<file path="src/rtl/conv_pkg.sv">
// Shared types and saturation helper for the convolution layer scheduler.
package conv_pkg;

   localparam int unsigned RES_W_C = 18;
   localparam int unsigned ACC_W_C = 24;

   localparam logic signed [ACC_W_C-1:0] RES_MAX = ACC_W_C'((2 ** (RES_W_C - 1)) - 1);
   localparam logic signed [ACC_W_C-1:0] RES_MIN = -ACC_W_C'(2 ** (RES_W_C - 1));

   typedef enum logic [2:0] {
      IDLE,
      FETCH,
      ISSUE,
      WAIT,
      ACCUM,
      EMIT,
      DONE
   } state_t;

   function automatic logic [RES_W_C-1:0] sat_res(input logic signed [ACC_W_C-1:0] acc);
      logic [RES_W_C-1:0] r;
      if (acc > RES_MAX) begin
         r = RES_MAX[RES_W_C-1:0];
      end else if (acc < RES_MIN) begin
         r = RES_MIN[RES_W_C-1:0];
      end else begin
         r = acc[RES_W_C-1:0];
      end
      return r;
   endfunction

endpackage

</file>
<file path="src/rtl/conv_pos_counter.sv">
// Nested group/column/row counter; one step advances the innermost group index.
module conv_pos_counter #(
   parameter int unsigned ROW_W = 8,
   parameter int unsigned COL_W = 8,
   parameter int unsigned GRP_W = 6
) (
   input  logic             i_clk,
   input  logic             i_rst_n,
   input  logic             i_clr,
   input  logic             i_step,
   input  logic [ROW_W-1:0] i_rows,
   input  logic [COL_W-1:0] i_cols,
   input  logic [GRP_W-1:0] i_grps,
   output logic [ROW_W-1:0] o_row,
   output logic [COL_W-1:0] o_col,
   output logic [GRP_W-1:0] o_grp,
   output logic             o_last_grp,
   output logic             o_last_pos
);

   logic [ROW_W-1:0] r_row, w_row_d;
   logic [COL_W-1:0] r_col, w_col_d;
   logic [GRP_W-1:0] r_grp, w_grp_d;
   logic             w_last_col, w_last_row;

   assign o_last_grp = (r_grp == i_grps - GRP_W'(1));
   assign w_last_col = (r_col == i_cols - COL_W'(1));
   assign w_last_row = (r_row == i_rows - ROW_W'(1));
   assign o_last_pos = w_last_col && w_last_row;

   always_comb begin
      w_row_d = r_row;
      w_col_d = r_col;
      w_grp_d = r_grp;
      if (i_clr) begin
         w_row_d = '0;
         w_col_d = '0;
         w_grp_d = '0;
      end else if (i_step) begin
         if (!o_last_grp) begin
            w_grp_d = r_grp + GRP_W'(1);
         end else begin
            w_grp_d = '0;
            if (!w_last_col) begin
               w_col_d = r_col + COL_W'(1);
            end else begin
               w_col_d = '0;
               w_row_d = w_last_row ? '0 : r_row + ROW_W'(1);
            end
         end
      end
   end

   always_ff @(posedge i_clk) begin
      if (!i_rst_n) begin
         r_row <= '0;
         r_col <= '0;
         r_grp <= '0;
      end else begin
         r_row <= w_row_d;
         r_col <= w_col_d;
         r_grp <= w_grp_d;
      end
   end

   assign o_row = r_row;
   assign o_col = r_col;
   assign o_grp = r_grp;

endmodule

</file>
<file path="src/rtl/conv_sched.sv">
// Sequences one convolution layer: window fetch, mac_array issue, group accumulation
// and output pixel emission, one window outstanding at a time.
module conv_sched
   import conv_pkg::*;
#(
   parameter int unsigned ROW_W = 8,
   parameter int unsigned COL_W = 8,
   parameter int unsigned GRP_W = 6,
   parameter int unsigned RES_W = RES_W_C,
   parameter int unsigned ACC_W = ACC_W_C
) (
   input  logic             clk,
   input  logic             rst,
   input  logic             start,
   input  logic             cfg_rcv_l2,
   input  logic [ROW_W-1:0] cfg_rows,
   input  logic [COL_W-1:0] cfg_cols,
   input  logic [GRP_W-1:0] cfg_grps,
   output logic             busy_o,
   output logic             done_o,
   output logic             err_o,
   output logic             win_req_o,
   output logic [ROW_W-1:0] win_row_o,
   output logic [COL_W-1:0] win_col_o,
   output logic [GRP_W-1:0] win_grp_o,
   input  logic             win_ack_i,
   output logic             mac_rcv_l2_o,
   output logic             mac_valid_o,
   input  logic             mac_ready_i,
   input  logic             mac_valid_i,
   input  logic [RES_W-1:0] mac_res_i,
   output logic             ofm_valid_o,
   input  logic             ofm_ready_i,
   output logic [ROW_W-1:0] ofm_row_o,
   output logic [COL_W-1:0] ofm_col_o,
   output logic [RES_W-1:0] ofm_data_o
);

   state_t                  r_state, w_state_d;
   logic                    r_rcv_l2;
   logic [ROW_W-1:0]        r_rows;
   logic [COL_W-1:0]        r_cols;
   logic [GRP_W-1:0]        r_grps;
   logic                    r_busy, r_done, r_err, r_win_req, r_mac_valid, r_ofm_valid;
   logic [RES_W-1:0]        r_res;
   logic [RES_W-1:0]        r_ofm_data;
   logic signed [ACC_W-1:0] r_acc, w_acc_d, w_res_ext;
   logic                    w_accept, w_step, w_empty;
   logic [ROW_W-1:0]        w_row;
   logic [COL_W-1:0]        w_col;
   logic [GRP_W-1:0]        w_grp;
   logic                    w_last_grp, w_last_pos;

   conv_pos_counter #(
      .ROW_W(ROW_W),
      .COL_W(COL_W),
      .GRP_W(GRP_W)
   ) u_pos (
      .i_clk     (clk),
      .i_rst_n   (rst),
      .i_clr     (w_accept),
      .i_step    (w_step),
      .i_rows    (r_rows),
      .i_cols    (r_cols),
      .i_grps    (r_grps),
      .o_row     (w_row),
      .o_col     (w_col),
      .o_grp     (w_grp),
      .o_last_grp(w_last_grp),
      .o_last_pos(w_last_pos)
   );

   assign w_empty   = (cfg_rows == '0) || (cfg_cols == '0);
   assign w_res_ext = {{(ACC_W - RES_W){r_res[RES_W-1]}}, r_res};
   // Group 0 restarts the sum; in layer-2 mode every step is group 0.
   assign w_acc_d   = ((w_grp == '0) ? '0 : r_acc) + w_res_ext;

   always_comb begin
      w_state_d = r_state;
      w_accept  = 1'b0;
      w_step    = 1'b0;
      case (r_state)
         IDLE: begin
            if (start) begin
               w_accept  = 1'b1;
               w_state_d = w_empty ? DONE : FETCH;
            end
         end
         FETCH: if (win_ack_i) w_state_d = ISSUE;
         ISSUE: if (mac_ready_i) w_state_d = WAIT;
         WAIT:  if (mac_valid_i) w_state_d = ACCUM;
         ACCUM: begin
            w_step    = !w_last_grp;
            w_state_d = w_last_grp ? EMIT : FETCH;
         end
         EMIT: begin
            if (ofm_ready_i) begin
               w_step    = 1'b1;
               w_state_d = w_last_pos ? DONE : FETCH;
            end
         end
         DONE:    w_state_d = IDLE;
         default: w_state_d = IDLE;
      endcase
   end

   always_ff @(posedge clk) begin
      if (!rst) begin
         r_state     <= IDLE;
         r_rcv_l2    <= 1'b0;
         r_rows      <= '0;
         r_cols      <= '0;
         r_grps      <= '0;
         r_busy      <= 1'b0;
         r_done      <= 1'b0;
         r_err       <= 1'b0;
         r_win_req   <= 1'b0;
         r_mac_valid <= 1'b0;
         r_ofm_valid <= 1'b0;
         r_res       <= '0;
         r_acc       <= '0;
         r_ofm_data  <= '0;
      end else begin
         r_state     <= w_state_d;
         r_busy      <= (w_state_d != IDLE);
         r_done      <= (r_state == DONE);
         r_win_req   <= (w_state_d == FETCH);
         r_mac_valid <= (w_state_d == ISSUE);
         r_ofm_valid <= (w_state_d == EMIT);
         if (w_accept) begin
            r_rcv_l2 <= cfg_rcv_l2;
            r_rows   <= cfg_rows;
            r_cols   <= cfg_cols;
            r_grps   <= (cfg_rcv_l2 || (cfg_grps == '0)) ? GRP_W'(1) : cfg_grps;
            r_err    <= 1'b0;
         end else if (mac_valid_i && (r_state != IDLE) && (r_state != WAIT)) begin
            r_err <= 1'b1;
         end
         if ((r_state == WAIT) && mac_valid_i) begin
            r_res <= mac_res_i;
         end
         if (r_state == ACCUM) begin
            r_acc <= w_acc_d;
            if (w_last_grp) r_ofm_data <= sat_res(w_acc_d);
         end
      end
   end

   assign busy_o       = r_busy;
   assign done_o       = r_done;
   assign err_o        = r_err;
   assign win_req_o    = r_win_req;
   assign win_row_o    = w_row;
   assign win_col_o    = w_col;
   assign win_grp_o    = w_grp;
   assign mac_rcv_l2_o = r_rcv_l2;
   assign mac_valid_o  = r_mac_valid;
   assign ofm_valid_o  = r_ofm_valid;
   assign ofm_row_o    = w_row;
   assign ofm_col_o    = w_col;
   assign ofm_data_o   = r_ofm_data;

endmodule

</file>
<file path="config.mk">
export PLATFORM = sky130hd
export DESIGN_NAME = conv_sched
export DESIGN_NICKNAME = d
export VERILOG_FILES = /design/src/rtl/conv_pkg.sv /design/src/rtl/conv_pos_counter.sv /design/src/rtl/conv_sched.sv
export SDC_FILE = /design/constraint.sdc
export NUM_CORES = 1
export LEC_CHECK = 0
export CAP_MARGIN = 30
export CORE_ASPECT_RATIO = 1.75
export CORE_MARGIN = 3
export CORE_UTILIZATION = 54
export DETAILED_ROUTE_END_ITERATION = 7
export PLACE_DENSITY_LB_ADDON = 0.1
export SETUP_SLACK_MARGIN = 0.2
export SLEW_MARGIN = 20
export SYNTH_ARGS = -nofsm -noshare
export SYNTH_HDL_FRONTEND = slang
export SYNTH_HIERARCHICAL = 1
export SYNTH_SLANG_ARGS = --single-unit
export TNS_END_PERCENT = 50
</file>
<file path="constraint.sdc">
create_clock -name clk -period 5.15 [get_ports clk]
set_clock_uncertainty 0.2 [all_clocks]
set_input_delay 1.03 -clock clk [delete_from_list [all_inputs] [get_ports clk]]
set_output_delay 1.03 -clock clk [all_outputs]
set_load 0.005 [all_outputs]
</file>
==> reports/qor.json, run 1 <==
{
  "route": {
    "postRouteAntennaNets": 0,
    "detailroute.wirelength.met2_mm": 11.2,
    "vias": 6632,
    "drt_iter0_markers": 279,
    "detailroute.wirelength.met3_mm": 1.01,
    "wl_met1_mm": 6.96,
    "wl_per_cell_um": 18.4,
    "finalWirelength_mm": 20.7,
    "count_of_unresolved_drc_violations_after_routing": 0,
    "dr.max_layer_used": "met4",
    "drtPass1Iterations": 5,
    "drt-vias-per-instance": 5.91
  },
  "sta": {
    "final_hold_viol_count": 0,
    "grt_setup_unrepaired": "no",
    "setup_viol": 0,
    "setup_total_neg_slack_ns": 0,
    "timing.slew.headroom_pct": 48.0,
    "finalWorstPathRequiredPeriod_ns": 4.45,
    "finalMaxSlewViolations": 0,
    "tcrit_tclk_final_pct": 86.3,
    "tightestPinTransition_ns": 0.777,
    "max_clock_freq_ghz": 0.225
  },
  "place": {
    "post-place-cells": 1090,
    "place.gp.congestion": 1.00,
    "detailed_place_hpwl_mm": 15.5,
    "dpl_cell_area_mm2": 0.00789,
    "numPortBuffers": 110
  },
  "grt": {
    "grt_pass1_wl_mm": 32.7,
    "grt_pass1_vias": 6538,
    "track_usage_pct": 29.4,
    "grt.overflow.total": 0,
    "grt_antenna_before_repair": 0,
    "grt_start_max_net_pins": 87
  },
  "power_and_ir_drop": {
    "max-vdd-ir-drop_uv": 213,
    "power_density_mw_per_mm2": 273,
    "post-layout-total-power_mw": 2.32,
    "total_leakage_power_nw": 3.32
  },
  "clock_tree": {
    "tritoncts_clock_tree": "done",
    "clk_latency_ns": 0.42,
    "clk_transition_reported_paths_ns": 0.06,
    "ctsHoldBuffers": 0,
    "cts_post_setup_buffers_inserted": 0,
    "cts.repair.resized": 0,
    "clock_sink_count": 114,
    "cts.path.max_buffers": 2,
    "cts_buffers": 17,
    "cts_max_level": 4,
    "cts_root_buf": "sky130_fd_sc_hd__clkbuf_16"
  },
  "yosys": {
    "top_reg_cell_synth": "sky130_fd_sc_hd__dfxtp_1",
    "synth_area_mm2": 0.00684,
    "synth.yosys.seq_area_share_pct": 33.4,
    "ys_top_cells_by_count": "sky130_fd_sc_hd__nand2_1, sky130_fd_sc_hd__dfxtp_1, sky130_fd_sc_hd__a21boi_0, sky130_fd_sc_hd__a21oi_1, sky130_fd_sc_hd__o21ai_0",
    "synth_async_sr_flop_share_pct": 0,
    "yosys-mux-area-fraction_pct": 0.146,
    "synth_edf_count": 0,
    "yosysWarnings": 6,
    "synth_compound_gate_area_share_pct": 22.5,
    "synth_top_cell_area_share_pct": 33.4,
    "ys_top_cells_by_area": "sky130_fd_sc_hd__dfxtp_1, sky130_fd_sc_hd__nand2_1, sky130_fd_sc_hd__a21boi_0",
    "syn_avg_cell_area_um2": 7.90,
    "post_synth_inst_count": 866,
    "postSynthNetCount": 944,
    "synth.distinct_cells": 67,
    "synth-adder-area-share_pct": 5.60,
    "post_synth_xor_area_fraction_pct": 7.30,
    "netlist.top_cell.by_area": "sky130_fd_sc_hd__dfxtp_1",
    "synth_most_common_cell": "sky130_fd_sc_hd__nand2_1",
    "synth_seq_cells": 114,
    "synth_top_family_by_area": "simple AND/OR/NAND/NOR gates",
    "synth_simple_gate_area_share_pct": 25.3
  },
  "setup_path": {
    "worst-r2r-setup-slack_ns": 0.70,
    "worstReg2RegEnd": "ofm_data_o[6]$_SDFFE_PN0P_",
    "critPathCapture": "ofm_data_o[6]$_SDFFE_PN0P_",
    "setup.worst_path.start_class": "flop",
    "reg2reg_depth": 14,
    "critical_path_peak_fanout": 15,
    "path_class": "reg2reg",
    "crit_start": "u_pos/o_grp[1]$_SDFFE_PP0P_",
    "critical_path.reg2reg.startpoint": "u_pos/o_grp[1]$_SDFFE_PP0P_",
    "worst-endpoint-arrival_ns": 4.53,
    "worst_ep_required_time_ns": 5.23,
    "cp-end-kind": "flop"
  },
  "floorplanning": {
    "die_h_um": 155,
    "die_width_um": 91.1,
    "die-area_mm2": 0.0141,
    "start_util_pct": 56.1,
    "site_row_count": 53,
    "core_area_mm2": 0.0122,
    "ioPinCount": 111
  },
  "cells_and_area": {
    "num-fill-cells": 1035,
    "final_design_area_no_fill_mm2": 0.00848,
    "layout-area-overhead-vs-synth_pct": 24.0,
    "design.final.nets": 1022,
    "post_layout_nonfiller_instances": 1122,
    "diodes": 0,
    "drive_above_1_share_pct": 6.27,
    "final_core_util_pct": 69.5
  },
  "hold_path": {
    "hp-class": "reg2reg"
  },
  "run_status": {
    "run_status": "completed"
  },
  "job": {
    "max-cap-violations": 0
  }
}
-- layout by cell type, fill, tap and decap left out, types with 21 or more instances in the layout --
cell	instances
sky130_fd_sc_hd__nand2_1	165
sky130_fd_sc_hd__dfxtp_1	114
sky130_fd_sc_hd__clkdlybuf4s50_1	109
sky130_fd_sc_hd__a21boi_0	60
sky130_fd_sc_hd__a21oi_1	59
sky130_fd_sc_hd__o21ai_0	48
sky130_fd_sc_hd__nor2_1	40
sky130_fd_sc_hd__xor2_1	31
sky130_fd_sc_hd__and2_1	29
sky130_fd_sc_hd__ha_1	29
sky130_fd_sc_hd__xnor2_1	26
sky130_fd_sc_hd__nand3_1	22
sky130_fd_sc_hd__inv_1	21
-- sequential cells by signal, indices dropped and copies added (netlist names) --
name / count
u_pos/o_col: 8
busy_o: 1
u_pos/o_grp: 6
r_rows: 8
u_pos/o_row: 8
err_o: 1
r_acc: 24
r_state: 3
win_req_o: 1
mac_rcv_l2_o: 1
mac_valid_o: 1
r_cols: 8
ofm_valid_o: 1
r_grps: 6
ofm_data_o: 18
r_res: 18
done_o: 1
-- cell families (layout without fill, tap and decap cells) --
logic type | after synthesis | in the layout
buffers and inverters | 81 | 172
adders and majority gates | 30 | 30
DFF | 114 | 114
xor gates and xnor gates | 57 | 57
and+or+nand+nor | 351 | 351
muxes | 1 | 1
AOI/OAI and AO/OA | 232 | 232
-- metal layers --
layer | up-vias | GRT usage (%)
met5 | - | 0
met4 | 0 | 21.9
met3 | 86 | 5.13
met2 | 295 | 55.7
met1 | 3087 | 27.5
li1 | 3164 | -
-- cell type report --
class / count / area, µm² / area share, %
multi-input combinational: 671 / 4160 / 49.0
sequential: 114 / 2280 / 26.9
timing repair buffer: 118 / 1160 / 13.7
clock buffer: 18 / 439 / 5.18
tap: 165 / 206 / 2.43
clock inverter: 14 / 153 / 1.80
inverter: 22 / 82.6 / 0.973
-- critical path, cell delays in order, from the launching register on --
cell and delay, ns:
sky130_fd_sc_hd__dfxtp_1 0.37, sky130_fd_sc_hd__nor4_1 0.29, sky130_fd_sc_hd__nand2_1 0.27, sky130_fd_sc_hd__buf_4 0.27, sky130_fd_sc_hd__and2_1 0.21, sky130_fd_sc_hd__fa_1 0.42
sky130_fd_sc_hd__a21oi_1 0.21, sky130_fd_sc_hd__o21ai_1 0.11, sky130_fd_sc_hd__a211o_1 0.38, sky130_fd_sc_hd__a2111oi_0 0.52, sky130_fd_sc_hd__a311oi_2 0.12, sky130_fd_sc_hd__a211oi_2 0.20
sky130_fd_sc_hd__nand4_2 0.19, sky130_fd_sc_hd__a21boi_4 0.42, sky130_fd_sc_hd__a21oi_1 0.13
-- report_power, final --
group / total [mW] / switching [mW] / leakage [nW] / internal [mW]
registers: 0.926 / 0.0236 / 0.922 / 0.902
logic: 0.217 / 0.110 / 2.12 / 0.107
clock network: 1.18 / 0.448 / 0.280 / 0.729
total: 2.32 / 0.582 / 3.32 / 1.74
-- per-stage QoR --
stage | hold slack, ns | worst slack [ns]
floorplan | 0.238 | 1.21
global placement | 0.249 | 0.852
detailed placement | 0.255 | 0.767
CTS | 0.262 | 0.736
global route | 0.284 | 0.424
finish | 0.259 | 0.704
-- worst min path at each step --
stage                          startpoint                    endpoint  slack, ns  depth (start not counted)
6_report           r_acc[14]$_SDFFE_PN0P_      r_acc[14]$_SDFFE_PN0P_       0.26                          2
5_1_grt        ofm_data_o[0]$_SDFFE_PN0P_  ofm_data_o[0]$_SDFFE_PN0P_       0.28                          2
4_1_cts            r_acc[14]$_SDFFE_PN0P_      r_acc[14]$_SDFFE_PN0P_       0.26                          2
3_5_place_dp       r_acc[14]$_SDFFE_PN0P_      r_acc[14]$_SDFFE_PN0P_       0.25                          2
3_3_place_gp        r_acc[4]$_SDFFE_PN0P_       r_acc[4]$_SDFFE_PN0P_       0.25                          2
2_1_floorplan          err_o$_SDFFE_PP0P_          err_o$_SDFFE_PP0P_       0.24                          2
Note: power is estimated with default switching activity, not from simulation.
==> run 2: changes to the inputs <==
--- a/config.mk
+++ b/config.mk
@@ -17,4 +17,3 @@
 export SYNTH_HDL_FRONTEND = slang
 export SYNTH_HIERARCHICAL = 1
 export SYNTH_SLANG_ARGS = --single-unit
-export TNS_END_PERCENT = 50
==> results of run 2 <==
Same layout as run 1: the final DEF is identical, and so are final timing and power.
==> run 3: changes to the inputs <==
--- a/config.mk
+++ b/config.mk
@@ -7,8 +7,7 @@
 export LEC_CHECK = 0
 export CAP_MARGIN = 30
 export CORE_ASPECT_RATIO = 1.75
-export CORE_MARGIN = 3
-export CORE_UTILIZATION = 54
+export CORE_UTILIZATION = 55
 export DETAILED_ROUTE_END_ITERATION = 7
 export PLACE_DENSITY_LB_ADDON = 0.1
 export SETUP_SLACK_MARGIN = 0.2
==> constraint.sdc (replaced) <==
create_clock -name clk -period 5.45 [get_ports clk]
set_clock_uncertainty 0.2 [all_clocks]
set_input_delay 1.09 -clock clk [delete_from_list [all_inputs] [get_ports clk]]
set_output_delay 1.09 -clock clk [all_outputs]
set_load 0.005 [all_outputs]
==> reports/qor.json, run 3 (same netlist as run 1, synthesis figures left out) <==
{
  "sta": {
    "setup_viol": {"value": 0, "change": "unchanged"},
    "finalMaxSlewViolations": {"value": 0, "change": "unchanged"},
    "grt_setup_unrepaired": "no",
    "finalWorstPathRequiredPeriod": {"value": 4.60, "unit": "ns", "change": "+0.149 ns"},
    "max_clock_freq": {"value": 0.218, "unit": "GHz", "change": "-3.3%"},
    "tcrit_tclk_final": {"value": 84.3, "unit": "%", "change": "-2.0 points"},
    "final_hold_viol_count": {"value": 0, "change": "unchanged"},
    "tightestPinTransition": {"value": 0.814, "unit": "ns", "change": "+0.0366 ns"},
    "timing.slew.headroom": {"value": 45.5, "unit": "%", "change": "-2.4 points"},
    "setup_total_neg_slack": {"value": 0, "unit": "ns", "change": "unchanged"}
  },
  "route": {
    "drt-vias-per-instance": {"value": 5.89, "change": "-0.38%"},
    "postRouteAntennaNets": {"value": 0, "change": "unchanged"},
    "vias": {"value": 6601, "change": "-0.47%"},
    "drt_iter0_markers": {"value": 339, "change": "+22%"},
    "wl_per_cell": {"value": 17.7, "unit": "µm", "change": "-3.6%"},
    "drtPass1Iterations": {"value": 7, "change": "+2"},
    "count_of_unresolved_drc_violations_after_routing": {"value": 0, "change": "unchanged"},
    "finalWirelength": {"value": 19.9, "unit": "mm", "change": "-3.7%"}
  },
  "power_and_ir_drop": {
    "max-vdd-ir-drop": {"value": 206, "unit": "µV", "change": "-3.0%"},
    "power_density": {"value": 264, "unit": "mW/mm²", "change": "-3.6%"},
    "p_switching": {"value": 554, "unit": "µW", "change": "-4.9%"},
    "p_clk_share": {"value": 51.8, "unit": "%", "change": "+1.0 points"},
    "power.combinational.fraction": {"value": 9.3, "unit": "%", "change": "about the same"},
    "netSwitchingFraction": {"value": 24.7, "unit": "%", "change": "-0.41 points"},
    "total_leakage_power": {"value": 3.32, "unit": "nW", "change": "about the same"},
    "power.sequential.fraction": {"value": 38.9, "unit": "%", "change": "-1.0 points"},
    "p_int": {"value": 1.69, "unit": "mW", "change": "-2.8%"}
  },
  "job": {
    "max-cap-violations": {"value": 0, "change": "unchanged"}
  },
  "setup_path": {
    "cp_slowest_stage_delay": {"value": 0.57, "unit": "ns", "change": "+0.05 ns"},
    "path_class": "reg2reg",
    "crit_buf_inv": {"value": 0, "change": "-1"},
    "worst_path_max_delay_cell": "sky130_fd_sc_hd__a2111oi_0",
    "critical_path_peak_fanout": {"value": 15, "change": "unchanged"},
    "worst-endpoint-arrival": {"value": 4.67, "unit": "ns", "change": "+0.14 ns"},
    "cp-end-kind": "flop",
    "worst_ep_required_time": {"value": 5.53, "unit": "ns", "change": "+0.30 ns"},
    "critPathMostFrequentCell": "sky130_fd_sc_hd__a21oi_1",
    "setup.worst_path.start_class": "flop",
    "crit_path_cell_trace": "nor4_1 > nand2_1 > and2_1 > ha_1 > fa_1 > a21oi_1 > o21ai_1 > a211o_1 > a2111oi_0 > a311oi_2 > a211oi_2 > nand4_2 > a21boi_4 > a21oi_1",
    "crit_family": "compound AO/OA/AOI/OAI gates"
  },
  "floorplanning": {
    "die_h": {"value": 150, "unit": "µm", "change": "-3.5%"},
    "die-area": {"value": 0.0129, "unit": "mm²", "change": "-8.5%"},
    "site_row_count": {"value": 53, "change": "unchanged"},
    "start_util": {"value": 56.7, "unit": "%", "change": "+0.62 points"},
    "core_area": {"value": 0.0121, "unit": "mm²", "change": "-1.1%"},
    "ioPinCount": {"value": 111, "change": "unchanged"},
    "die_width": {"value": 86.3, "unit": "µm", "change": "-5.2%"}
  },
  "grt": {
    "grt_pass1_vias": {"value": 6495, "change": "-0.66%"},
    "grt.overflow.total": {"value": 0, "change": "unchanged"},
    "grt_pass1_wl": {"value": 31.8, "unit": "mm", "change": "-2.9%"},
    "track_usage": {"value": 32.1, "unit": "%", "change": "+2.7 points"},
    "grt_antenna_before_repair": {"value": 0, "change": "unchanged"},
    "grt_start_max_net_pins": {"value": 59, "change": "-32%"}
  },
  "clock_tree": {
    "tritoncts_clock_tree": "done",
    "cts_max_level": {"value": 4, "change": "unchanged"},
    "clk_latency": {"value": 0.42, "unit": "ns", "change": "about the same"},
    "cts_root_buf": "sky130_fd_sc_hd__clkbuf_16",
    "clk_transition_reported_paths": {"value": 0.06, "unit": "ns", "change": "about the same"},
    "cts_buffers": {"value": 17, "change": "unchanged"},
    "ctsHoldBuffers": {"value": 0, "change": "unchanged"},
    "cts.path.max_buffers": {"value": 2, "change": "unchanged"},
    "cts_post_setup_buffers_inserted": {"value": 0, "change": "unchanged"},
    "clock_sink_count": {"value": 114, "change": "unchanged"},
    "cts.repair.resized": {"value": 0, "change": "unchanged"}
  },
  "cells_and_area": {
    "num-fill-cells": {"value": 984, "change": "-4.9%"},
    "largest_register_ff_count": {"value": 24, "change": "unchanged"},
    "max_flop_register": "r_acc",
    "commonest_non_fill_non_tap_cells_in_the_layout": "sky130_fd_sc_hd__nand2_1, sky130_fd_sc_hd__dfxtp_1, sky130_fd_sc_hd__clkdlybuf4s50_1",
    "design.final.nets": {"value": 1021, "change": "-0.098%"},
    "drive_above_1_share": {"value": 6.28, "unit": "%", "change": "+0.0066 points"},
    "diodes": {"value": 0, "change": "unchanged"},
    "post_layout_nonfiller_instances": {"value": 1121, "change": "-0.089%"},
    "layout-area-overhead-vs-synth_pct": 24.5,
    "layout_commonest_cell": "sky130_fd_sc_hd__nand2_1"
  },
  "place": {
    "post-place-cells": {"value": 1088, "change": "-0.18%"},
    "place.gp.congestion": {"value": 1.01, "change": "+0.90%"},
    "numPortBuffers": {"value": 110, "change": "unchanged"},
    "detailed_place_hpwl": {"value": 14.6, "unit": "mm", "change": "-6.3%"}
  },
  "run_status": {
    "run_status": "completed"
  },
  "hold_path": {
    "hp-class": "reg2reg"
  }
}
==> run 3: cell types whose count changed in the layout (fill, tap and decap cells not counted) <==
cell,change
sky130_fd_sc_hd__clkinv_2,-1
sky130_fd_sc_hd__buf_8,+1
sky130_fd_sc_hd__buf_4,-2
sky130_fd_sc_hd__inv_6,-2
sky130_fd_sc_hd__inv_8,+1
sky130_fd_sc_hd__clkinvlp_4,+1
sky130_fd_sc_hd__nor2_1,-1
sky130_fd_sc_hd__nor2_2,+1
sky130_fd_sc_hd__bufinv_16,+1
==> run 3: worst min-delay path, cell delays in order, from the launching register on <==
cell                      delay [ns]
sky130_fd_sc_hd__dfxtp_1        0.31
sky130_fd_sc_hd__inv_1          0.05
sky130_fd_sc_hd__a21oi_1        0.05
==> run 3: metal layers <==
metal	track usage (%)	vias up	wire [µm]	part of all wire, %
met1	29.6	3128	6960	35
met3	4.96	70	779	3.9
met5	0	-	0	0
met4	18.0	0	850	4.3
li1	-	3156	-	-
met2	64.1	247	11300	57
==> run 3: power groups by stage <==
| stage | logic, mW | clock network [mW] | registers [mW] |
|---|---|---|---|
| floorplan | 0.131 | 0 | 0.884 |
| global placement | 0.197 | 0 | 0.890 |
| detailed placement | 0.204 | 0 | 0.891 |
| CTS | 0.207 | 1.17 | 0.873 |
| global route | 0.227 | 1.21 | 0.876 |
| finish | 0.208 | 1.16 | 0.874 |
==> run 3: final timing paths <==
path,cells past startpoint,slack [ns],endpoint,from
worst max-delay path,14,0.85,ofm_data_o[2]$_SDFFE_PN0P_,u_pos/o_grp[1]$_SDFFE_PP0P_
worst min-delay path,2,0.26,err_o$_SDFFE_PP0P_,err_o$_SDFFE_PP0P_
worst max register to register,14,0.85,ofm_data_o[2]$_SDFFE_PN0P_,u_pos/o_grp[1]$_SDFFE_PP0P_
worst min register to register,2,0.26,err_o$_SDFFE_PP0P_,err_o$_SDFFE_PP0P_
==> run 3: cell type report <==
class / count / area [µm²] / area share, %
inverters: 22 / 82.6 / 0.970
clock inverters: 14 / 179 / 2.10
multi-input cells: 671 / 4160 / 48.9
clock buffers: 18 / 439 / 5.16
repair buffers: 117 / 1160 / 13.7
flip-flops and latches: 114 / 2280 / 26.8
well taps: 165 / 206 / 2.43
==> run 3: metrics by stage <==
step	setup WS (ns)	hold WS (ns)	utilization (%)	instance area, µm²	power [mW]
6_report	0.854	0.258	70.5	8510	2.24
5_1_grt	0.492	0.277	70.5	8510	2.32
4_1_cts	0.906	0.253	70.4	8500	2.25
3_5_place_dp	0.977	0.244	65.3	7880	1.10
3_3_place_gp	1.13	0.234	65.2	7860	1.09
2_1_floorplan	1.51	0.238	-	6840	1.02
